File: config.mk
export PLATFORM = sky130hd
export DESIGN_NAME = jk_access_arbiter
export DESIGN_NICKNAME = d
export VERILOG_FILES = /design/src/rtl/jk_access_arbiter.sv
export SDC_FILE = /design/constraint.sdc
export NUM_CORES = 1
export LEC_CHECK = 0
export ABC_AREA = 1
export BUFFER_PORTS_ARGS = -buffer_cell sky130_fd_sc_hd__buf_4
export CAP_MARGIN = 20
export CELL_PAD_IN_SITES_DETAIL_PLACEMENT = 1
export CELL_PAD_IN_SITES_GLOBAL_PLACEMENT = 1
export CORE_MARGIN = 1.5
export CORE_UTILIZATION = 25
export CTS_CLUSTER_SIZE = 24
export DETAILED_ROUTE_END_ITERATION = 10
export PLACE_DENSITY = 0.54
export SLEW_MARGIN = 10
export SYNTH_ARGS = -nofsm -noshare
export SYNTH_HDL_FRONTEND = slang
export SYNTH_SLANG_ARGS = --single-unit
File: constraint.sdc
create_clock -name clk -period 2.2 [get_ports clk]
set_input_delay 0 -clock clk [delete_from_list [all_inputs] [get_ports clk]]
set_output_delay 0 -clock clk [all_outputs]
set_load 0.005 [all_outputs]
File: src/rtl/jk_access_arbiter.sv
// jk_access_arbiter
// Round-robin arbiter granting two requesters access to one shared JK
// flip-flop. Each operation drives {j,k} for one cycle, waits SETTLE_CYCLES,
// then samples q and compares it with the JK next state predicted from the
// q value latched at grant time. Mismatches are counted in a saturating counter.
module jk_access_arbiter #(
   parameter int SETTLE_CYCLES = 1
) (
   input  logic       clk,
   input  logic       rst,
   input  logic       req0,
   input  logic       req1,
   input  logic [1:0] cmd0,
   input  logic [1:0] cmd1,
   output logic       gnt0,
   output logic       gnt1,
   output logic       j,
   output logic       k,
   input  logic       q,
   output logic       done,
   output logic       done_id,
   output logic       result,
   output logic       err,
   output logic [7:0] err_cnt
);

   typedef enum logic [1:0] {
      IDLE  = 2'd0,
      DRIVE = 2'd1,
      WAIT  = 2'd2
   } state_t;

   // Counter load value on entering WAIT; zero means sample on the next edge.
   localparam logic [3:0] SETTLE_LOAD = 4'(SETTLE_CYCLES - 1);

   state_t     state_reg, state_next;
   logic       ptr_reg, ptr_next;
   logic [3:0] cnt_reg, cnt_next;
   logic       q_prev_reg, q_prev_next;
   logic [1:0] cmd_reg, cmd_next;
   logic       id_reg, id_next;

   logic       gnt0_reg, gnt0_next;
   logic       gnt1_reg, gnt1_next;
   logic       j_reg, j_next;
   logic       k_reg, k_next;
   logic       done_reg, done_next;
   logic       done_id_reg, done_id_next;
   logic       result_reg, result_next;
   logic       err_reg, err_next;
   logic [7:0] err_cnt_reg, err_cnt_next;

   logic       win;
   logic [1:0] win_cmd;
   logic       exp_q;
   logic       mismatch;

   // Winner selection: the pointer breaks ties, a lone requester always wins.
   always_comb begin
      win     = (req0 && req1) ? ptr_reg : req1;
      win_cmd = win ? cmd1 : cmd0;
   end

   // Expected JK next state from the latched command and pre-operation q.
   always_comb begin
      exp_q = q_prev_reg;
      case (cmd_reg)
         2'b00:   exp_q = q_prev_reg;
         2'b01:   exp_q = 1'b0;
         2'b10:   exp_q = 1'b1;
         default: exp_q = ~q_prev_reg;
      endcase
      mismatch = (q != exp_q);
   end

   // Next-state and next-output logic; pulse outputs default low.
   always_comb begin
      state_next   = state_reg;
      ptr_next     = ptr_reg;
      cnt_next     = cnt_reg;
      q_prev_next  = q_prev_reg;
      cmd_next     = cmd_reg;
      id_next      = id_reg;
      gnt0_next    = 1'b0;
      gnt1_next    = 1'b0;
      j_next       = 1'b0;
      k_next       = 1'b0;
      done_next    = 1'b0;
      done_id_next = done_id_reg;
      result_next  = result_reg;
      err_next     = err_reg;
      err_cnt_next = err_cnt_reg;

      case (state_reg)
         IDLE: begin
            if (req0 || req1) begin
               state_next  = DRIVE;
               id_next     = win;
               cmd_next    = win_cmd;
               q_prev_next = q;
               ptr_next    = ~win;
               gnt0_next   = ~win;
               gnt1_next   = win;
               j_next      = win_cmd[1];
               k_next      = win_cmd[0];
            end
         end
         DRIVE: begin
            state_next = WAIT;
            cnt_next   = SETTLE_LOAD;
         end
         WAIT: begin
            if (cnt_reg == 4'd0) begin
               state_next   = IDLE;
               done_next    = 1'b1;
               done_id_next = id_reg;
               result_next  = q;
               err_next     = mismatch;
               if (mismatch && (err_cnt_reg != 8'hFF)) begin
                  err_cnt_next = err_cnt_reg + 8'd1;
               end
            end else begin
               cnt_next = cnt_reg - 4'd1;
            end
         end
         default: begin
            state_next = IDLE;
         end
      endcase
   end

   // State and output registers; reset aborts any operation in flight.
   always_ff @(posedge clk) begin
      if (rst) begin
         state_reg   <= IDLE;
         ptr_reg     <= 1'b0;
         cnt_reg     <= 4'd0;
         q_prev_reg  <= 1'b0;
         cmd_reg     <= 2'b00;
         id_reg      <= 1'b0;
         gnt0_reg    <= 1'b0;
         gnt1_reg    <= 1'b0;
         j_reg       <= 1'b0;
         k_reg       <= 1'b0;
         done_reg    <= 1'b0;
         done_id_reg <= 1'b0;
         result_reg  <= 1'b0;
         err_reg     <= 1'b0;
         err_cnt_reg <= 8'd0;
      end else begin
         state_reg   <= state_next;
         ptr_reg     <= ptr_next;
         cnt_reg     <= cnt_next;
         q_prev_reg  <= q_prev_next;
         cmd_reg     <= cmd_next;
         id_reg      <= id_next;
         gnt0_reg    <= gnt0_next;
         gnt1_reg    <= gnt1_next;
         j_reg       <= j_next;
         k_reg       <= k_next;
         done_reg    <= done_next;
         done_id_reg <= done_id_next;
         result_reg  <= result_next;
         err_reg     <= err_next;
         err_cnt_reg <= err_cnt_next;
      end
   end

   assign gnt0    = gnt0_reg;
   assign gnt1    = gnt1_reg;
   assign j       = j_reg;
   assign k       = k_reg;
   assign done    = done_reg;
   assign done_id = done_id_reg;
   assign result  = result_reg;
   assign err     = err_reg;
   assign err_cnt = err_cnt_reg;

endmodule

==> impl_results.md, run 1 <==
* Least-Margin Pin Slew at 388 ps
* CORE AREA at 5040 sq um
* Overall Global Routing Usage at 0.133
* Die X at 75.0 microns
* Antenna Nets Post-Route at 0
* Synth cell types at 23
* Grt ovf at 0
* I/O Pins at 25
* Clk slew on worst S/H paths at 90 ps
* Num CTS Buffers at 3
* Max-cap violation count at 0
* IO Port Bufs at 24
* Crit Path Category: register to register
* Clk buf depth at 2
* Hold slack at 4.29 ps
* Final Wtd Congestion at 0.797
* Arrival time worst endpoint at 1780 ps
* Root Buffer: clkbuf_8
* Post-CTS Setup Repair Bufs at 0
* Final worst setup slack at 642 ps
* Inserted Diodes at 0
* CTS resizes at 0
* Final TNS setup at 0 ps
* Crit start category: register
* Hold Path Depth at 3
* Slew HR at 0.741
* Final Hold Fails at 0
* Post-Place Setup Slack at 627 ps
* CTS Sinks at 27
* Register-to-Register Path Depth at 7
* Total power at 919 uW
* Global-route wire length before repair at 5.82 mm
* Setup violators final at 0
* Pwr Density at 570 nW/um^2
* Fin cells at 278
* Final period util at 0.708
* DR vias at 1239
* Nets at 220
* Skew-Pair Late Insertion Delay at 270 ps
* Run status: finished, final reports clean
* RSZ-0062 raised after global routing: false
* Initial antenna violation count at 0
* Design Area, Final at 1610 sq um
* Average cell area after synthesis at 7.16 sq um
* Crit path required time at 2420 ps
* Cell Area, Synth at 1300 sq um
* Primary FF master, synth: dfxtp_1
* Residual DRC count at 0
* Worst clock skew at 3.71 ps
* CTS tree: yes
* Starting Density at 0.257
* Setup crit end kind: register
* Leak at 0.719 nW
* Post-DP Area at 1560 sq um
* Max Slew Vio Count at 0
* Sequential share of the synthesized area at 0.417
* Post-synthesis cell count at 181
* Most common cell after layout, fill and taps aside: nand2_1
* Fmax at 642 MHz
* Vias in the first global route at 1282
* Most frequent cells in the layout: nand2_1, inv_1, dfxtp_1
* 1st-pass router iterations at 4
* H-Tree Depth at 1
* Final critical-path required period at 1560 ps
* Layout cells sized above 1 at 0.192
* CP Max Fanout at 7
* Vias per cell at 4.46
* Ys async rst share at 0
* Max reg flops at 8
* Die Y at 75.0 microns
* Die Area at 5630 sq um
* Syn Nets at 192
* Total length of routed wires at 3.25 mm
* Tightest Hold Check Type: input pin to register
* Layout area overhead at 24.2%
* DR WL/cell at 11.7 microns
* Yosys reg bits at 27
* Worst vdd ir at 0.234 mV
* Pin count of the biggest net entering global routing at 15
* 1st-iter DRT viols at 44
* Row count at 26
* Final core occ at 0.319
* Placed insts at 273
* Total number of yosys warnings at 0
* EDFF count, synth at 0
* HPWL Detailed at 2.63 mm
==> Yosys cell counts (2+ instances only) <==
master	number	area share
nand2_1	46	0.13
inv_1	30	0.087
dfxtp_1	27	0.42
nand3_1	15	0.058
nor2_1	15	0.043
a21oi_1	10	0.039
o21ai_0	9	0.035
nand4_1	5	0.024
o22ai_1	4	0.019
a21oi_2	3	0.020
ha_1	2	0.019
inv_2	2	0.0058
nand2_2	2	0.0097
nor2_2	2	0.0097
==> what timing repair did <==
item	CTS	global route
endpoints found under the setup margin	0	0
hold buffers	1	0
hold endpoints to repair	2	0
==> metal layers <==
metal | vias up | wire length [microns] | part of all wire | global-route usage
li1 | 633 | - | - | -
met1 | 579 | 1470 | 0.45 | 0.161
met2 | 22 | 1620 | 0.50 | 0.240
met3 | 5 | 99 | 0.030 | 0.0187
met4 | 0 | 56 | 0.017 | 0.0485
met5 | - | 0 | 0 | 0
==> worst max-delay path: stages (launching register included) <==
cell     delay (ps)
dfxtp_1         420
ha_1            300
inv_1           120
nor2_4          160
nand4_4         150
nand3_4         130
nand2_1          90
a21oi_2         130
==> logic make-up after synthesis <==
group | synth area share
flops | 0.417
simple gates | 0.332
fa+ha+maj | 0.0193
xor+xnor | 0.0135
compound gates | 0.119
buf+inv | 0.0994
==> power breakdown <==
part	switching, mW	internal (mW)
logic	0.0665	0.0450
clock network	0.155	0.130
registers	0.0118	0.511
==> cell type report <==
type                            instances  area, sq um
Clock buffer                            4         45.0
Timing Repair Buffer                   25          190
Fill cell                             650         3430
Multi-Input combinational cell        120          627
Inverter                               32          120
Sequential cell                        27          541
Tap cell                               70         87.6
==> path summary, 6_finish.rpt <==
path / start / end / slack [ps]
max: err_cnt[0] / err_cnt[6] / 640
min: req1 / gnt1 / 4
max reg2reg: err_cnt[0] / err_cnt[6] / 640
min reg2reg: id_reg / done_id / 470
(Power assumes the default switching activity.)
==> run 2: changes to the inputs <==
ABC_AREA = 0   (was 1)
PLACE_DENSITY = 0.52   (was 0.54)
clock period = 1.5 ns   (was 2.2 ns; I/O delays follow)
==> run 2 against run 1 <==
The run now ends with negative setup slack left. Synthesized cell count shrank 33%. Global-route usage grew 0.32 points. Sequential share of layout area fell by 1.4 points. Utilization is 7.2 points higher. Sequential power up 45%. Wire length grew 0.31%. Maximum frequency down 28%. Power rose by 49%. Clock skew up 5.8 ps. Clock power up 49%. Highest routed layer unchanged. Combinational power is 63% higher.
==> impl_results.md, run 2 <==
* Clk buf depth at 2 (unchanged)
* Max reg flops at 8 (unchanged)
* HPWL Detailed at 2.27 mm (-14%)
* Final Wtd Congestion at 0.761 (-4.5%)
* RSZ-0062 raised after global routing: true
* Post-synthesis cell count at 122 (-33%)
* FF-to-FF End: err_cnt[3]
* Synth top cells by count: dfxtp_1, nor2_1, a21oi_1
* Final core occ at 0.391 (+0.0716)
* DR WL/cell at 14.5 microns (+24%)
* Root Buffer: clkbuf_8
* Layout cells sized above 1 at 0.410 (+0.218)
* Post-synth top area share at 0.485 (+0.0679)
* Ys async rst share at 0 (unchanged)
* Crit path largest cell delay at 420 ps (about the same)
* Vias in the first global route at 1138 (-11%)
* Area contributors post-synth: dfxtp_1, a21oi_1, nor2_1
* Setup crit end kind: register
* RR Startpoint: cnt_reg[0]
* Crit path required time at 1710 ps (-710 ps)
* Primary FF master, synth: dfxtp_1
* Max-cap violation count at 0 (unchanged)
* Leak at 0.747 nW (+3.9%)
* Overall Global Routing Usage at 0.137 (+0.00316)
* Residual DRC count at 0 (unchanged)
* Clk slew on worst S/H paths at 100 ps (about the same)
* Vias per cell at 4.88 (+9.5%)
* Pin count of the biggest net entering global routing at 23 (+8)
* Initial antenna violation count at 0 (unchanged)
* Num CTS Buffers at 3 (unchanged)
* Design Area, Final at 1690 sq um (+5.0%)
* Nets at 185 (-16%)
* Hold path endpoint: state_reg[0]
* Row count at 24 (-7.7%)
* Total length of routed wires at 3.26 mm (+0.31%)
* Post-DP Area at 1500 sq um (-3.5%)
* Most common cell after layout, fill and taps aside: buf_4
* Final critical-path required period at 2160 ps (+598 ps)
* 1st-pass router iterations at 4 (unchanged)
* Failing checks: negative setup slack
* Worst clock skew at 9.49 ps (+5.78 ps)
* Antenna Nets Post-Route at 0 (unchanged)
* Hold Path Depth at 3 (unchanged)
* CTS tree: yes
* Most frequent cells in the layout: buf_4, dfxtp_1, nor2_1
* Least-Margin Pin Slew at 691 ps (+302 ps)
* CTS Sinks at 27 (unchanged)
* Hold slack at 58.7 ps (+54.4 ps)
* Max Slew Vio Count at 0 (unchanged)
* Final period util at 1.44 (+0.729)
* Die X at 69.8 microns (-7.0%)
* Hold_sp: req0
* Fmax at 464 MHz (-28%)
* Grt ovf at 0 (unchanged)
* H-Tree Depth at 1 (unchanged)
* Area occupied by multi-input gates at 607 sq um (-3.2%)
* Final Hold Fails at 0 (unchanged)
* Sequential share of the synthesized area at 0.485 (+0.0679)
* EDFF count, synth at 0 (unchanged)
* Run status: finished with violations
* Arrival time worst endpoint at 2370 ps (+590 ps)
* Final worst setup slack at -656 ps (-1300 ps)
* Register-to-Register Path Depth at 7 (unchanged)
* 1st-iter DRT viols at 17 (-61%)
* CP max-delay cell: or4_4
* Cell Area, Synth at 1110 sq um (-14%)
* I/O Pins at 25 (unchanged)
* Skew-Pair Late Insertion Delay at 280 ps (about the same)
* Syn Nets at 133 (-31%)
* Crit Path Category: register to register
* Die Area at 4870 sq um (-13%)
* Tightest Hold Check Type: input pin to register
* Total number of yosys warnings at 0 (unchanged)
* Layout area overhead at 51.6%
* Crit start category: register
* Yosys reg bits at 27 (unchanged)
* Average cell area after synthesis at 9.14 sq um (+28%)
* Pwr Density at 808 nW/um^2 (+42%)
* Filler cells at 515 (-21%)
* Sequential Area at 543 sq um (+0.46%)
* Global-route wire length before repair at 5.32 mm (-8.7%)
* Setup violators final at 13 (+13)
* DR vias at 1098 (-11%)
* IO Port Bufs at 24 (unchanged)
* Starting Density at 0.258 (+0.000741)
* CP Cell Sequence: inv_2 -> ha_4 -> or3b_4 -> or3b_4 -> a21o_4 -> or4_4 -> a21oi_2
* CP dominant cell by count: or3b_4
* Count leader, synth: dfxtp_1
* Inserted Diodes at 0 (unchanged)
* Final TNS setup at -6720 ps (-6720 ps)
* Die Y at 69.8 microns (-7.0%)
* CORE AREA at 4320 sq um (-14%)
* Slew HR at 0.538 (-0.203)
* R2R setup slack at -660 ps (-1300 ps)
* Synth cell types at 34 (+48%)
* CP Max Fanout at 7 (unchanged)
* Worst vdd ir at 0.419 mV (+79%)
* Post-synth top area cell: dfxtp_1
## run 2: cell types whose count changed in the layout (fill, tap and decap cells not counted), sizes merged, moves of 6 or more
cell	before	now
buf	24	47
nand3	16	6
inv	32	5
a21o	0	6
nand2	48	5
nor2	19	11
## run 2: layout make-up
class	count	share of cell area
clock buffer	3	0.0244
clock inverter	1	0.00296
inverter	5	0.0111
multi-input combinational	85	0.359
sequential	27	0.321
tap	52	0.0385
timing repair buffer	52	0.243
## run 2: power breakdown
group | switching [mW] | total (mW) | leakage [nW] | internal (mW)
Sequential | 0.0142 | 0.760 | 0.221 | 0.746
Clock | 0.239 | 0.425 | 0.0255 | 0.186
Combinational | 0.0834 | 0.181 | 0.501 | 0.0978
Total | 0.336 | 1.37 | 0.747 | 1.03
## run 2: worst max-delay path by stage
stage / end / slack, ps / cells past startpoint / from
final: err_cnt[3] / -660 / 7 / cnt_reg[0]
after CTS: err_cnt[3] / -650 / 7 / cnt_reg[0]
after global routing: err_cnt[3] / -730 / 7 / cnt_reg[0]
after global placement: err_cnt[3] / -600 / 7 / cnt_reg[1]
after detailed placement: err_cnt[3] / -680 / 7 / cnt_reg[0]
after floorplan: err_cnt[3] / -640 / 8 / cnt_reg[1]
## run 2: cell families (layout without fill, tap and decap cells)
family	Yosys count	in the layout	share of synthesized area
multiplexers	3	3	0.0269
AO/OA/AOI/OAI	31	32	0.186
AND/OR/NAND/NOR	47	47	0.232
buffers and inverters	11	61	0.0393
XOR/XNOR	1	1	0.00786
flip-flops	27	27	0.485
adder cells (fa/ha/maj)	2	2	0.0224
## run 2: repair_timing
action | CTS | global route
endpoints found under the hold margin | 4 | 0
gates resized for setup | 5 | 8
setup endpoints to repair | 13 | 14
pin swaps | 3 | 1
buffers inserted | 1 | 2
gates cloned | 1 | 0
hold buffers | 5 | 0
## run 2: stage by stage
stage | setup WS (ps) | power, mW | instances
floorplan | -644 | 0.855 | 122
global placement | -603 | 0.929 | 212
detailed placement | -684 | 0.933 | 212
CTS | -650 | 1.39 | 223
global route | -732 | 1.44 | 225
finish | -656 | 1.37 | 225
## run 2: critical path, delay by kind of cell (launching register included)
kind	cells	cell delay (ps)
AND/OR/NAND/NOR	3	1210
adder cells (fa/ha/maj)	1	130
AO/OA/AOI/OAI	2	350
flip-flops	1	340
buffers and inverters	1	80
## run 2: layer usage
metal / wire length [microns] / track usage / part of all wire / vias to the layer above
met3: 52 / 0.0262 / 0.016 / 4
met2: 1660 / 0.239 / 0.51 / 9
li1: - / - / - / 550
met1: 1500 / 0.162 / 0.46 / 535
met5: 0 / 0 / 0 / -
met4: 54 / 0.0577 / 0.017 / 0
